===== config.mk =====
export PLATFORM = sky130hd
export DESIGN_NAME = command_dispatch_and_collect
export DESIGN_NICKNAME = d
export VERILOG_FILES = /design/src/rtl/command_dispatch_and_collect.sv
export SDC_FILE = /design/constraint.sdc
export NUM_CORES = 1
export LEC_CHECK = 0
export ABC_AREA = 1
export BUFFER_PORTS_ARGS = -buffer_cell sky130_fd_sc_hd__buf_2
export CORE_AREA = 2 2 149 151
export DETAILED_ROUTE_END_ITERATION = 10
export DIE_AREA = 0 0 151 153
export PLACE_DENSITY = 0.67
export SLEW_MARGIN = 30
export SYNTH_ARGS = -nofsm -noshare
export SYNTH_HDL_FRONTEND = slang
export SYNTH_SLANG_ARGS = --single-unit

===== constraint.sdc =====
create_clock -name i_clk -period 2.1 [get_ports i_clk]
set_input_delay 0.42 -clock i_clk [delete_from_list [all_inputs] [get_ports i_clk]]
set_output_delay 0.42 -clock i_clk [all_outputs]
set_load 0.01 [all_outputs]

===== src/rtl/command_dispatch_and_collect.sv =====
// command_dispatch_and_collect: issues host config commands to target parsers and collects read responses
module command_dispatch_and_collect #(
  parameter int NUM_TGT     = 4,
  parameter int TIMEOUT_CYC = 255
) (
  input  logic                  i_clk,
  input  logic                  i_rst,
  input  logic                  i_cmd_wr,
  input  logic                  i_cmd_rd,
  input  logic [18:0]           iv_cmd_addr,
  input  logic                  i_cmd_addr_fixed,
  input  logic [31:0]           iv_cmd_wdata,
  output logic                  o_cmd_ready,
  output logic [NUM_TGT-1:0]    ov_wr,
  output logic [NUM_TGT-1:0]    ov_rd,
  output logic [18:0]           ov_addr,
  output logic                  o_addr_fixed,
  output logic [31:0]           ov_wdata,
  input  logic [NUM_TGT-1:0]    iv_rsp_valid,
  input  logic [19*NUM_TGT-1:0] iv_rsp_addr,
  input  logic [32*NUM_TGT-1:0] iv_rsp_rdata,
  output logic                  o_rsp_valid,
  output logic [18:0]           ov_rsp_addr,
  output logic                  o_rsp_addr_fixed,
  output logic [31:0]           ov_rsp_rdata,
  output logic                  o_rsp_timeout,
  output logic                  o_rsp_unmapped
);
  typedef enum logic [1:0] {IDLE, ISSUE, WAIT_RSP, RESPOND} state_t;
  state_t state, state_d;
  logic [15:0] cnt;
  logic [15:0] cnt_inc;
  logic [2:0] idx;
  logic wr_q, to_q, um_q, mapped, match, sel_valid;
  logic [NUM_TGT-1:0] sel;
  logic [18:0] sel_addr;
  logic [31:0] sel_data;
  assign cnt_inc = cnt + 16'd1;
  assign mapped = 32'(idx) < NUM_TGT;
  // mux the selected target's response; an unmapped index selects nothing
  always_comb begin
    sel = '0;
    sel_valid = 1'b0;
    sel_addr = '0;
    sel_data = '0;
    for (int k = 0; k < NUM_TGT; k++) begin
      if (32'(idx) == k) begin
        sel[k] = 1'b1;
        sel_valid = iv_rsp_valid[k];
        sel_addr = iv_rsp_addr[19*k +: 19];
        sel_data = iv_rsp_rdata[32*k +: 32];
      end
    end
  end
  assign match = sel_valid && sel_addr == ov_addr;
  always_comb begin
    state_d = state;
    case (state)
      IDLE:     state_d = (i_cmd_wr | i_cmd_rd) ? ISSUE : IDLE;
      ISSUE:    state_d = wr_q ? IDLE : mapped ? WAIT_RSP : RESPOND;
      WAIT_RSP: state_d = (match || cnt_inc == 16'(TIMEOUT_CYC)) ? RESPOND : WAIT_RSP;
      default:  state_d = IDLE;
    endcase
  end
  always_ff @(posedge i_clk) begin
    if (i_rst) begin
      state <= IDLE;
      cnt <= '0;
      idx <= '0;
      wr_q <= 1'b0;
      ov_addr <= '0;
      o_addr_fixed <= 1'b0;
      ov_wdata <= '0;
      ov_rsp_addr <= '0;
      o_rsp_addr_fixed <= 1'b0;
      ov_rsp_rdata <= '0;
      to_q <= 1'b0;
      um_q <= 1'b0;
    end else begin
      state <= state_d;
      if (state == IDLE && (i_cmd_wr | i_cmd_rd)) begin
        ov_addr <= iv_cmd_addr;
        o_addr_fixed <= i_cmd_addr_fixed;
        ov_wdata <= iv_cmd_wdata;
        wr_q <= i_cmd_wr;
        idx <= iv_cmd_addr[18:16];
      end
      cnt <= state == WAIT_RSP ? cnt_inc : '0;
      if (state != RESPOND && state_d == RESPOND) begin
        ov_rsp_addr <= ov_addr;
        o_rsp_addr_fixed <= o_addr_fixed;
        ov_rsp_rdata <= (state == WAIT_RSP && match) ? sel_data : '0;
        to_q <= state == WAIT_RSP && !match;
        um_q <= state == ISSUE;
      end
    end
  end
  assign o_cmd_ready = state == IDLE;
  assign ov_wr = (state == ISSUE && wr_q) ? sel : '0;
  assign ov_rd = (state == ISSUE && !wr_q) ? sel : '0;
  assign o_rsp_valid = state == RESPOND;
  assign o_rsp_timeout = o_rsp_valid && to_q;
  assign o_rsp_unmapped = o_rsp_valid && um_q;
endmodule


==> flow_summary.json, run 1 <==
{
  "status": "finished with violations",
  "failed_checks": "negative setup slack",
  "drc": 0,
  "fin_crit_sh_pct": 124,
  "drtPass1Iterations": 5,
  "drive_gt1_share_pct": 42.5,
  "synthArstFlopShare_pct": 0,
  "clockBufferDepth": 2,
  "syn_inst": 1058,
  "gr-usage-met2_pct": 41.7,
  "start_util_pct": 31.7,
  "syn_area_um2": 6810,
  "max_stage_delay_ns": 0.37,
  "cap_violations": 0,
  "avgSynthCellArea_um2": 6.43,
  "yosysMostFrequentCell": "nand2_1",
  "dpl_cell_area_um2": 9380,
  "critical-path-slowest-cell": "dfxtp_4",
  "seqCellArea_um2": 2520,
  "fin_ws_ns": -0.508,
  "grt_use_met3_pct": 5.82,
  "grt_overflow": 0,
  "wirelength_um": 30300,
  "synth_area_leader_cell": "dfxtp_1",
  "clk-insertion-delay-late_ns": 0.42,
  "crit_path_max_fanout": 7,
  "nFillCells": 2159,
  "ctsHtreeMaxLevel": 4,
  "cp_top_family": "simple AND/OR/NAND/NOR gates",
  "ctsHoldBuffers": 0,
  "power-per-cell-area_nw_per_um2": 803,
  "min_path_type": "in2reg",
  "ys_types": 34,
  "grt_pass1_vias": 8417,
  "slew_viol_final": 0,
  "core-area_um2": 21500,
  "fin_area_um2": 11000,
  "synth-edff-count": 0,
  "io_buffers": 379,
  "setup_viol_count_final": 56,
  "max_freq_mhz": 384,
  "hpwl_um": 21600,
  "crit_required_ns": 2.37,
  "peakVddDrop_mv": 0.648,
  "clockRootBuffer": "clkbuf_16",
  "layout.nets": 1772,
  "area_delta_synth_final_pct": 61.4,
  "power.share.clock_pct": 35.6,
  "p_int_w": 0.00580,
  "synth_seq_area_share_pct": 36.8,
  "grt_pass1_wl_um": 44400,
  "numCtsBuffers": 17,
  "drt_iter0_markers": 621,
  "finalHoldViolCount": 0,
  "skew_ns": 0.0131,
  "cp-start-kind": "flip-flop",
  "p_sw_share_pct": 34.3,
  "die_x_um": 151,
  "crit_chain": "buf_6 -> nor2_4 -> clkinv_4 -> buf_4 -> or2_4 -> nand3_2 -> nand2_1 -> nor2_1 -> nand3_1 -> nor2_2 -> nand3_2 -> nand3_4 -> nand2_8 -> buf_12 -> clkbuf_16 -> nand2_2 -> a21oi_1",
  "viasPerCell": 5.00,
  "die_area_um2": 23100,
  "ys_top_cells_by_area": "dfxtp_1 (37%), nand2_1 (15%), nor2_1 (7.7%)",
  "holdWs_ns": 0.246,
  "antenna_found_initial": 4,
  "grt.total_usage_pct": 24.7,
  "p_comb_share_pct": 33.8,
  "die_h_um": 153,
  "rows": 54,
  "multi_input_area_um2": 4050,
  "critPathBufInv": 5,
  "endpoint_kind": "flip-flop",
  "rsz0062_at_grt": "true",
  "clock_sinks": 125,
  "synth_commonest_cells": "nand2_1 (276), nor2_1 (140), dfxtp_1 (125)",
  "synthFlopType": "dfxtp_1",
  "gp_congestion": 0.975,
  "ant_nets": 0,
  "grt_max_degree": 73,
  "dr_total_vias": 9015,
  "avgRoutedWirePerCell_um": 16.8,
  "syn_nets": 1324,
  "design.portCount": 380,
  "tightestPinTransition_ns": 0.702,
  "critPathKind": "reg2reg",
  "synth_top_area_share_pct": 36.8,
  "max_slew_margin_pct": 53.2,
  "cts.clk_slew.worst_paths_ns": 0.06,
  "grt_busiest_layer": "met2",
  "synth_seq_cells": 125,
  "p_seq_share_pct": 30.5,
  "p_total_w": 0.00882,
  "leakage_nw": 5.34,
  "crit_arrival_ns": 2.88,
  "grtUsageMet1_pct": 30.8,
  "cts_tree": "yes",
  "p_switching_w": 0.00303,
  "crit_top_cell": "nand3_2",
  "period_needed_ns": 2.61,
  "ys_warn_count": 0
}
## sequential cells by signal (all words and copies together), names as in the netlist
name	count
ov_addr	19
to_q	1
ov_rsp_addr	19
ov_wdata	32
wr_q	1
o_addr_fixed	1
o_rsp_addr_fixed	1
state	2
um_q	1
ov_rsp_rdata	32
cnt	16
## logic make-up (layout without fill, tap and decap cells)
logic type	Yosys count	count (layout)	share of synthesized area, %
simple gates	587	588	37.4
compound gates	191	191	15.4
buf+inv	145	605	9.04
flops	125	125	36.8
xor+xnor	8	8	1.03
fa+ha+maj	2	2	0.368
other cells	0	3	0
## path summary, 6_finish.rpt
path | from | to | slack (ns) | cells after the start
max | ov_addr[18] | ov_rsp_addr[8] | -0.51 | 17
max reg2reg | ov_addr[18] | ov_rsp_addr[8] | -0.51 | 17
min | iv_cmd_wdata[2] | ov_wdata[2] | 0.25 | 3
min reg2reg | ov_rsp_rdata[2] | ov_rsp_rdata[2] | 0.46 | 2
## power by group through the flow
stage / registers, W / clock network [W] / logic, W
after floorplan: 0.00278 / 0 / 0.00136
after CTS: 0.00269 / 0.00320 / 0.00275
after global routing: 0.00271 / 0.00333 / 0.00324
final: 0.00269 / 0.00314 / 0.00299
after detailed placement: 0.00274 / 0 / 0.00242
after global placement: 0.00273 / 0 / 0.00241
## cell type report
class / instances / area share [%]
Inverter: 81 / 2.97
Multi-Input combinational cell: 789 / 36.8
Antenna cell: 3 / 0.0683
Tap cell: 280 / 3.19
Sequential cell: 125 / 22.9
Clock inverter: 12 / 1.45
Timing Repair Buffer: 491 / 28.3
Clock buffer: 20 / 4.25
Timing Repair inverter: 1 / 0.0569
## per-stage QoR
stage	setup WS, ns	util (%)	std cells	setup TNS [ns]
finish	-0.508	51.1	1802	-25.38
global route	-0.633	51.1	1800	-32.99
CTS	-0.405	48.8	1779	-21.16
detailed placement	-0.504	43.7	1722	-25.33
global placement	-0.399	43.7	1722	-21.10
floorplan	-0.0853	-	1058	-4.08
## layout by cell type (no fill, tap or decap), types with 15 or more instances in the layout
master,instances
buf_6,15
buf_2,377
nand2_1,229
nand4_1,32
nor2_1,130
nand2_2,42
o21ai_0,65
or2_2,15
dfxtp_1,120
clkbuf_16,20
a21oi_1,71
buf_4,78
a22oi_1,31
nand3_1,90
inv_1,72
## worst reg2reg max path: stages, from the launching register on
cell and delay [ns]:
dfxtp_4 0.37, buf_6 0.13, nor2_4 0.15, clkinv_4 0.12, buf_4 0.15, or2_4 0.22, nand3_2 0.08, nand2_1 0.06
nor2_1 0.11, nand3_1 0.11, nor2_2 0.15, nand3_2 0.12, nand3_4 0.15, nand2_8 0.08, buf_12 0.18, clkbuf_16 0.18
nand2_2 0.06, a21oi_1 0.05
## metal layers
metal | part of all wire [%] | wire, µm
met2 | 48 | 14600
met4 | 2.9 | 865
met1 | 41 | 12500
met3 | 7.8 | 2380
met5 | 0 | 0
## timing repair
action,in CTS,in global routing
gates resized for setup,48,97
cloned,7,4
endpoints found under the setup margin,57,60
pin swaps,20,28
buffers inserted,20,17
(Power assumes the default switching activity.)
==> inputs of run 2 (changes only) <==
--- a/config.mk
+++ b/config.mk
@@ -7,10 +7,11 @@
 export LEC_CHECK = 0
 export ABC_AREA = 1
 export BUFFER_PORTS_ARGS = -buffer_cell sky130_fd_sc_hd__buf_2
-export CORE_AREA = 2 2 149 151
+export CORE_AREA = 2 2 147 149
+export CTS_BUF_LIST = sky130_fd_sc_hd__clkbuf_4 sky130_fd_sc_hd__clkbuf_8
 export DETAILED_ROUTE_END_ITERATION = 10
-export DIE_AREA = 0 0 151 153
-export PLACE_DENSITY = 0.67
+export DIE_AREA = 0 0 149 151
+export PLACE_DENSITY = 0.62
 export SLEW_MARGIN = 30
 export SYNTH_ARGS = -nofsm -noshare
 export SYNTH_HDL_FRONTEND = slang
==> flow_summary.json, run 2 (synthesis gave the netlist of run 1 again) <==
{
  "endpoint_kind": "flip-flop",
  "max_stage_delay_ns": 0.38,
  "ff2ff_path_depth": 17,
  "clk-insertion-delay-late_ns": 0.45,
  "area_delta_synth_final_pct": 52.3,
  "core-area_um2": 20800,
  "wirelength_um": 28100,
  "fin_ws_ns": -0.391,
  "p_total_w": 0.00775,
  "start_util_pct": 32.7,
  "leakage_nw": 5.10,
  "mostFrequentLayoutCells": "buf_2 (378), nand2_1 (258), nor2_1 (133)",
  "dr_total_vias": 8708,
  "ant_nets": 0,
  "io_buffers": 379,
  "fin_crit_sh_pct": 119,
  "ctsHoldBuffers": 0,
  "grt_pass1_wl_um": 41200,
  "hpwl_um": 21600,
  "cap_violations": 0,
  "hold_depth": 3,
  "drtPass1Iterations": 7,
  "design.portCount": 380,
  "place_inst": 1738,
  "grt_overflow": 0,
  "clockRootBuffer": "clkbuf_8",
  "die_h_um": 151,
  "skew_ns": 0.0158,
  "crit_arrival_ns": 2.79,
  "status": "finished with violations",
  "max_freq_mhz": 402,
  "max_slew_margin_pct": 57.7,
  "avgRoutedWirePerCell_um": 15.8,
  "power-per-cell-area_nw_per_um2": 748,
  "critPathKind": "reg2reg",
  "top_regs": "ov_rsp_rdata: 32 flops, ov_wdata: 32 flops",
  "rsz0062_at_grt": "true",
  "slew_viol_final": 0,
  "cts.clk_slew.worst_paths_ns": 0.08,
  "place_ws_ns": -0.387,
  "cp-start-kind": "flip-flop",
  "fin_area_um2": 10400,
  "drc": 0,
  "ctsHtreeMaxLevel": 4,
  "viasPerCell": 4.88,
  "failed_checks": "negative setup slack",
  "period_needed_ns": 2.49,
  "clock_sinks": 125,
  "antenna_found_initial": 1,
  "setup_viol_count_final": 56,
  "layout.nets": 1763,
  "grt_max_degree": 73,
  "tightestPinTransition_ns": 0.634,
  "gp_congestion": 0.899,
  "grt.total_usage_pct": 23.4,
  "crit_chain": "nor2_4 -> buf_12 -> nand2_8 -> or2_4 -> nand2_4 -> nand2_1 -> nand2_1 -> nand2_2 -> nor2_2 -> nand3_1 -> nor2_2 -> nand3_2 -> nand3_4 -> nand2_8 -> clkbuf_16 -> nand2_1 -> a21oi_1",
  "numCtsBuffers": 17,
  "die_area_um2": 22500,
  "peakVddDrop_mv": 0.609,
  "layout.cells.non_filler": 1785,
  "cts_tree": "yes",
  "drive_gt1_share_pct": 38.7,
  "crit_top_cell": "nand2_1",
  "final_common_cell": "buf_2",
  "diodes": 0,
  "finalHoldViolCount": 0,
  "min_path_type": "in2reg",
  "drt_iter0_markers": 526,
  "die_x_um": 149,
  "grt_pass1_vias": 8098,
  "crit_path_max_fanout": 9,
  "dpl_cell_area_um2": 9560,
  "critical-path-slowest-cell": "dfxtp_4",
  "crit_required_ns": 2.40,
  "rows": 53,
  "clockBufferDepth": 2
}
==> run 2: cell count changes in the layout (fill, tap and decap cells not counted), sizes merged <==
cell / previous run / this run
buf: 487 / 481
bufbuf: 1 / 0
bufinv: 3 / 4
clkbuf: 23 / 22
clkinv: 8 / 7
clkinvlp: 2 / 4
diode: 3 / 0
inv: 81 / 79
nor2: 146 / 145
==> run 2: timing repair <==
| item | in CTS | in global routing |
|---|---|---|
| setup buffers | 4 | 5 |
| endpoints found under the setup margin | 57 | 58 |
| gates cloned | 1 | 5 |
| pin swaps | 5 | 12 |
| gates resized for setup | 14 | 43 |
==> run 2: worst max-delay path: cells and delay by family, from the launching register on <==
kind                   cells  cell delay, ns
buffers and inverters      2            0.36
AO/OA/AOI/OAI              1            0.05
AND/OR/NAND/NOR           14            1.56
flip-flops                 1            0.38
==> run 2: layout make-up <==
cell class              instances  area, µm²
repair buffers                484       2900
multi-input cells             788       3840
flip-flops and latches        125       2510
clock inverters                13        190
inverters                      81        322
well taps                     275        344
clock buffers                  19        255
fillers                      2191      10500
==> run 2: worst paths after layout <==
kind | from | slack (ns) | to
setup / recovery | ov_addr[18] | -0.39 | ov_rsp_rdata[25]
hold / removal | iv_cmd_wdata[2] | 0.22 | ov_wdata[2]
setup reg to reg | ov_addr[18] | -0.39 | ov_rsp_rdata[25]
hold reg to reg | ov_rsp_addr[1] | 0.46 | ov_rsp_addr[1]
==> run 2: stage by stage <==
stage               utilization (%)  hold WS [ns]  setup TNS, ns
detailed placement             45.9         0.450         -20.40
global route                   49.8         0.206         -28.93
floorplan                         -         0.430          -4.08
finish                         49.8         0.217         -19.86
CTS                            48.6         0.191         -15.06
global placement               45.9         0.445         -17.63
==> run 2: power breakdown <==
group | leakage, nW | internal (W) | switching (W)
Combinational | 3.87 | 0.00112 | 0.00156
Sequential | 1.02 | 0.00255 | 0.000133
Clock | 0.212 | 0.00134 | 0.00105
==> run 2: per-layer routing <==
layer,up-vias,wire (µm),global-route usage (%),part of all wire [%]
met5,-,0,0,0
met4,0,561,6.62,2.0
met3,38,2520,6.84,8.9
met2,369,13500,40.1,48
met1,3952,11500,28.5,41
li1,4349,-,-,-
==> inputs of run 3 (changes only) <==
--- a/config.mk
+++ b/config.mk
@@ -6,12 +6,12 @@
 export NUM_CORES = 1
 export LEC_CHECK = 0
 export ABC_AREA = 1
-export BUFFER_PORTS_ARGS = -buffer_cell sky130_fd_sc_hd__buf_2
 export CORE_AREA = 2 2 147 149
 export CTS_BUF_LIST = sky130_fd_sc_hd__clkbuf_4 sky130_fd_sc_hd__clkbuf_8
 export DETAILED_ROUTE_END_ITERATION = 10
 export DIE_AREA = 0 0 149 151
-export PLACE_DENSITY = 0.62
+export DONT_BUFFER_PORTS = 1
+export PLACE_DENSITY = 0.46
 export SLEW_MARGIN = 30
 export SYNTH_ARGS = -nofsm -noshare
 export SYNTH_HDL_FRONTEND = slang
==> flow_summary.json, run 3 (synthesis gave the netlist of run 1 again) <==
{
  "wirelength_um": 26800,
  "slew_viol_final": 0,
  "power.share.clock_pct": 29.3,
  "grt_pass1_vias": 6975,
  "place_inst": 1382,
  "finalHoldViolCount": 0,
  "worstReg2RegStart": "ov_addr[16]",
  "p_sw_share_pct": 37.8,
  "critPathKind": "reg2reg",
  "hpwl_um": 20500,
  "grt_overflow": 0,
  "core-area_um2": 20800,
  "clk-insertion-delay-late_ns": 0.44,
  "dpl_cell_area_um2": 7810,
  "clockBufferDepth": 2,
  "critical-path-slowest-cell": "dfxtp_4",
  "avgRoutedWirePerCell_um": 18.6,
  "layout.nets": 1412,
  "drive_gt1_share_pct": 22.2,
  "area_delta_synth_final_pct": 29.4,
  "clock_sinks": 125,
  "mostFrequentLayoutCells": "nand2_1 (257), nor2_1 (129), dfxtp_1 (121)",
  "worstHoldStart": "i_rst",
  "failed_checks": "negative setup slack",
  "cp_top_family": "simple AND/OR/NAND/NOR gates",
  "leakage_nw": 3.63,
  "io_buffers": 0,
  "viasPerCell": 5.14,
  "crit_start": "ov_addr[16]",
  "period_needed_ns": 2.42,
  "crit_chain": "buf_4 -> nand4_1 -> buf_4 -> nand3_1 -> nand2_1 -> inv_1 -> nand2_1 -> nor2_2 -> nand2_1 -> nor2_2 -> nand3_2 -> nand3_4 -> nand2_8 -> clkbuf_16 -> nand2_1 -> a21oi_1",
  "layout.cells.non_filler": 1438,
  "cap_violations": 0,
  "drt_iter0_markers": 475,
  "p_int_w": 0.00455,
  "final_common_cell": "nand2_1",
  "rsz0062_at_grt": "true",
  "power-per-cell-area_nw_per_um2": 830,
  "gp_congestion": 0.858,
  "peakVddDrop_mv": 0.417,
  "top_regs": "ov_rsp_rdata: 32 flops, ov_wdata: 32 flops",
  "start_util_pct": 32.7,
  "rows": 53,
  "crit_path_max_fanout": 12,
  "antenna_found_initial": 4,
  "skew_ns": 0.0102,
  "holdWs_ns": 0.0409,
  "fin_crit_sh_pct": 115,
  "numCtsBuffers": 17,
  "cp-start-kind": "flip-flop",
  "p_seq_share_pct": 37.8,
  "crit_required_ns": 2.43,
  "p_switching_w": 0.00276,
  "die_area_um2": 22500,
  "cts.clk_slew.worst_paths_ns": 0.08,
  "drc": 0,
  "p_total_w": 0.00731,
  "crit_top_cell": "nand2_1",
  "die_x_um": 149,
  "ctsHtreeMaxLevel": 4,
  "status": "finished with violations",
  "min_path_type": "in2reg",
  "crit_arrival_ns": 2.75,
  "grt_pass1_wl_um": 38800,
  "dr_total_vias": 7385,
  "cts_tree": "yes",
  "design.portCount": 380,
  "clockRootBuffer": "clkbuf_8",
  "max_freq_mhz": 413,
  "drtPass1Iterations": 5,
  "ant_nets": 0,
  "fin_ws_ns": -0.319,
  "nFillCells": 2263,
  "fin_tns_setup_ns": -16.50,
  "tightestPinTransition_ns": 0.537,
  "critPathBufInv": 4,
  "p_comb_share_pct": 32.8,
  "setup_viol_count_final": 57,
  "grt_max_degree": 73,
  "fin_area_um2": 8810,
  "grt.total_usage_pct": 22.6,
  "max_slew_margin_pct": 64.1,
  "die_h_um": 151,
  "max_stage_delay_ns": 0.41,
  "ctsHoldBuffers": 0,
  "endpoint_kind": "flip-flop"
}
[run 3: path summary, 6_finish.rpt]
| check | end | slack (ns) | cells past startpoint |
|---|---|---|---|
| worst max-delay path | ov_rsp_rdata[31] | -0.32 | 16 |
| worst min-delay path | ov_rsp_rdata[22] | 0.04 | 1 |
| worst max register to register | ov_rsp_rdata[31] | -0.32 | 16 |
| worst min register to register | um_q | 0.47 | 2 |
[run 3: metal layers]
layer | part of all wire [%] | wire length (µm) | global-route usage, %
met4 | 1.5 | 412 | 6.24
met5 | 0.049 | 13 | 0
met3 | 9.0 | 2420 | 6.99
met2 | 48 | 12900 | 38.2
met1 | 41 | 11100 | 27.7
[run 3: cell type report]
cell class	count	area [µm²]	share of cell area, %
Clock inverter	14	148	1.68
Multi-Input combinational cell	789	3950	44.9
Tap cell	275	344	3.91
Antenna cell	4	10.0	0.114
Sequential cell	125	2510	28.6
Timing Repair Buffer	132	1270	14.4
Inverter	81	327	3.71
Clock buffer	18	248	2.81
[run 3: timing repair]
action | CTS | global route
gates cloned | 4 | 4
setup buffers | 11 | 3
setup endpoints to repair | 58 | 59
gates resized for setup | 78 | 27
pin swaps | 15 | 6
[run 3: power by group through the flow]
stage,Clock [W],Combinational (W),Sequential (W)
global placement,0,0.00208,0.00282
finish,0.00215,0.00240,0.00277
CTS,0.00221,0.00230,0.00277
floorplan,0,0.00136,0.00278
detailed placement,0,0.00209,0.00282
global route,0.00231,0.00266,0.00279
[run 3: per-stage QoR]
stage	worst slack [ns]	util, %
3_5_place_dp	-0.446	37.5
3_3_place_gp	-0.420	37.5
4_1_cts	-0.271	41.3
5_1_grt	-0.468	42.3
2_1_floorplan	-0.0853	-
6_report	-0.319	42.3
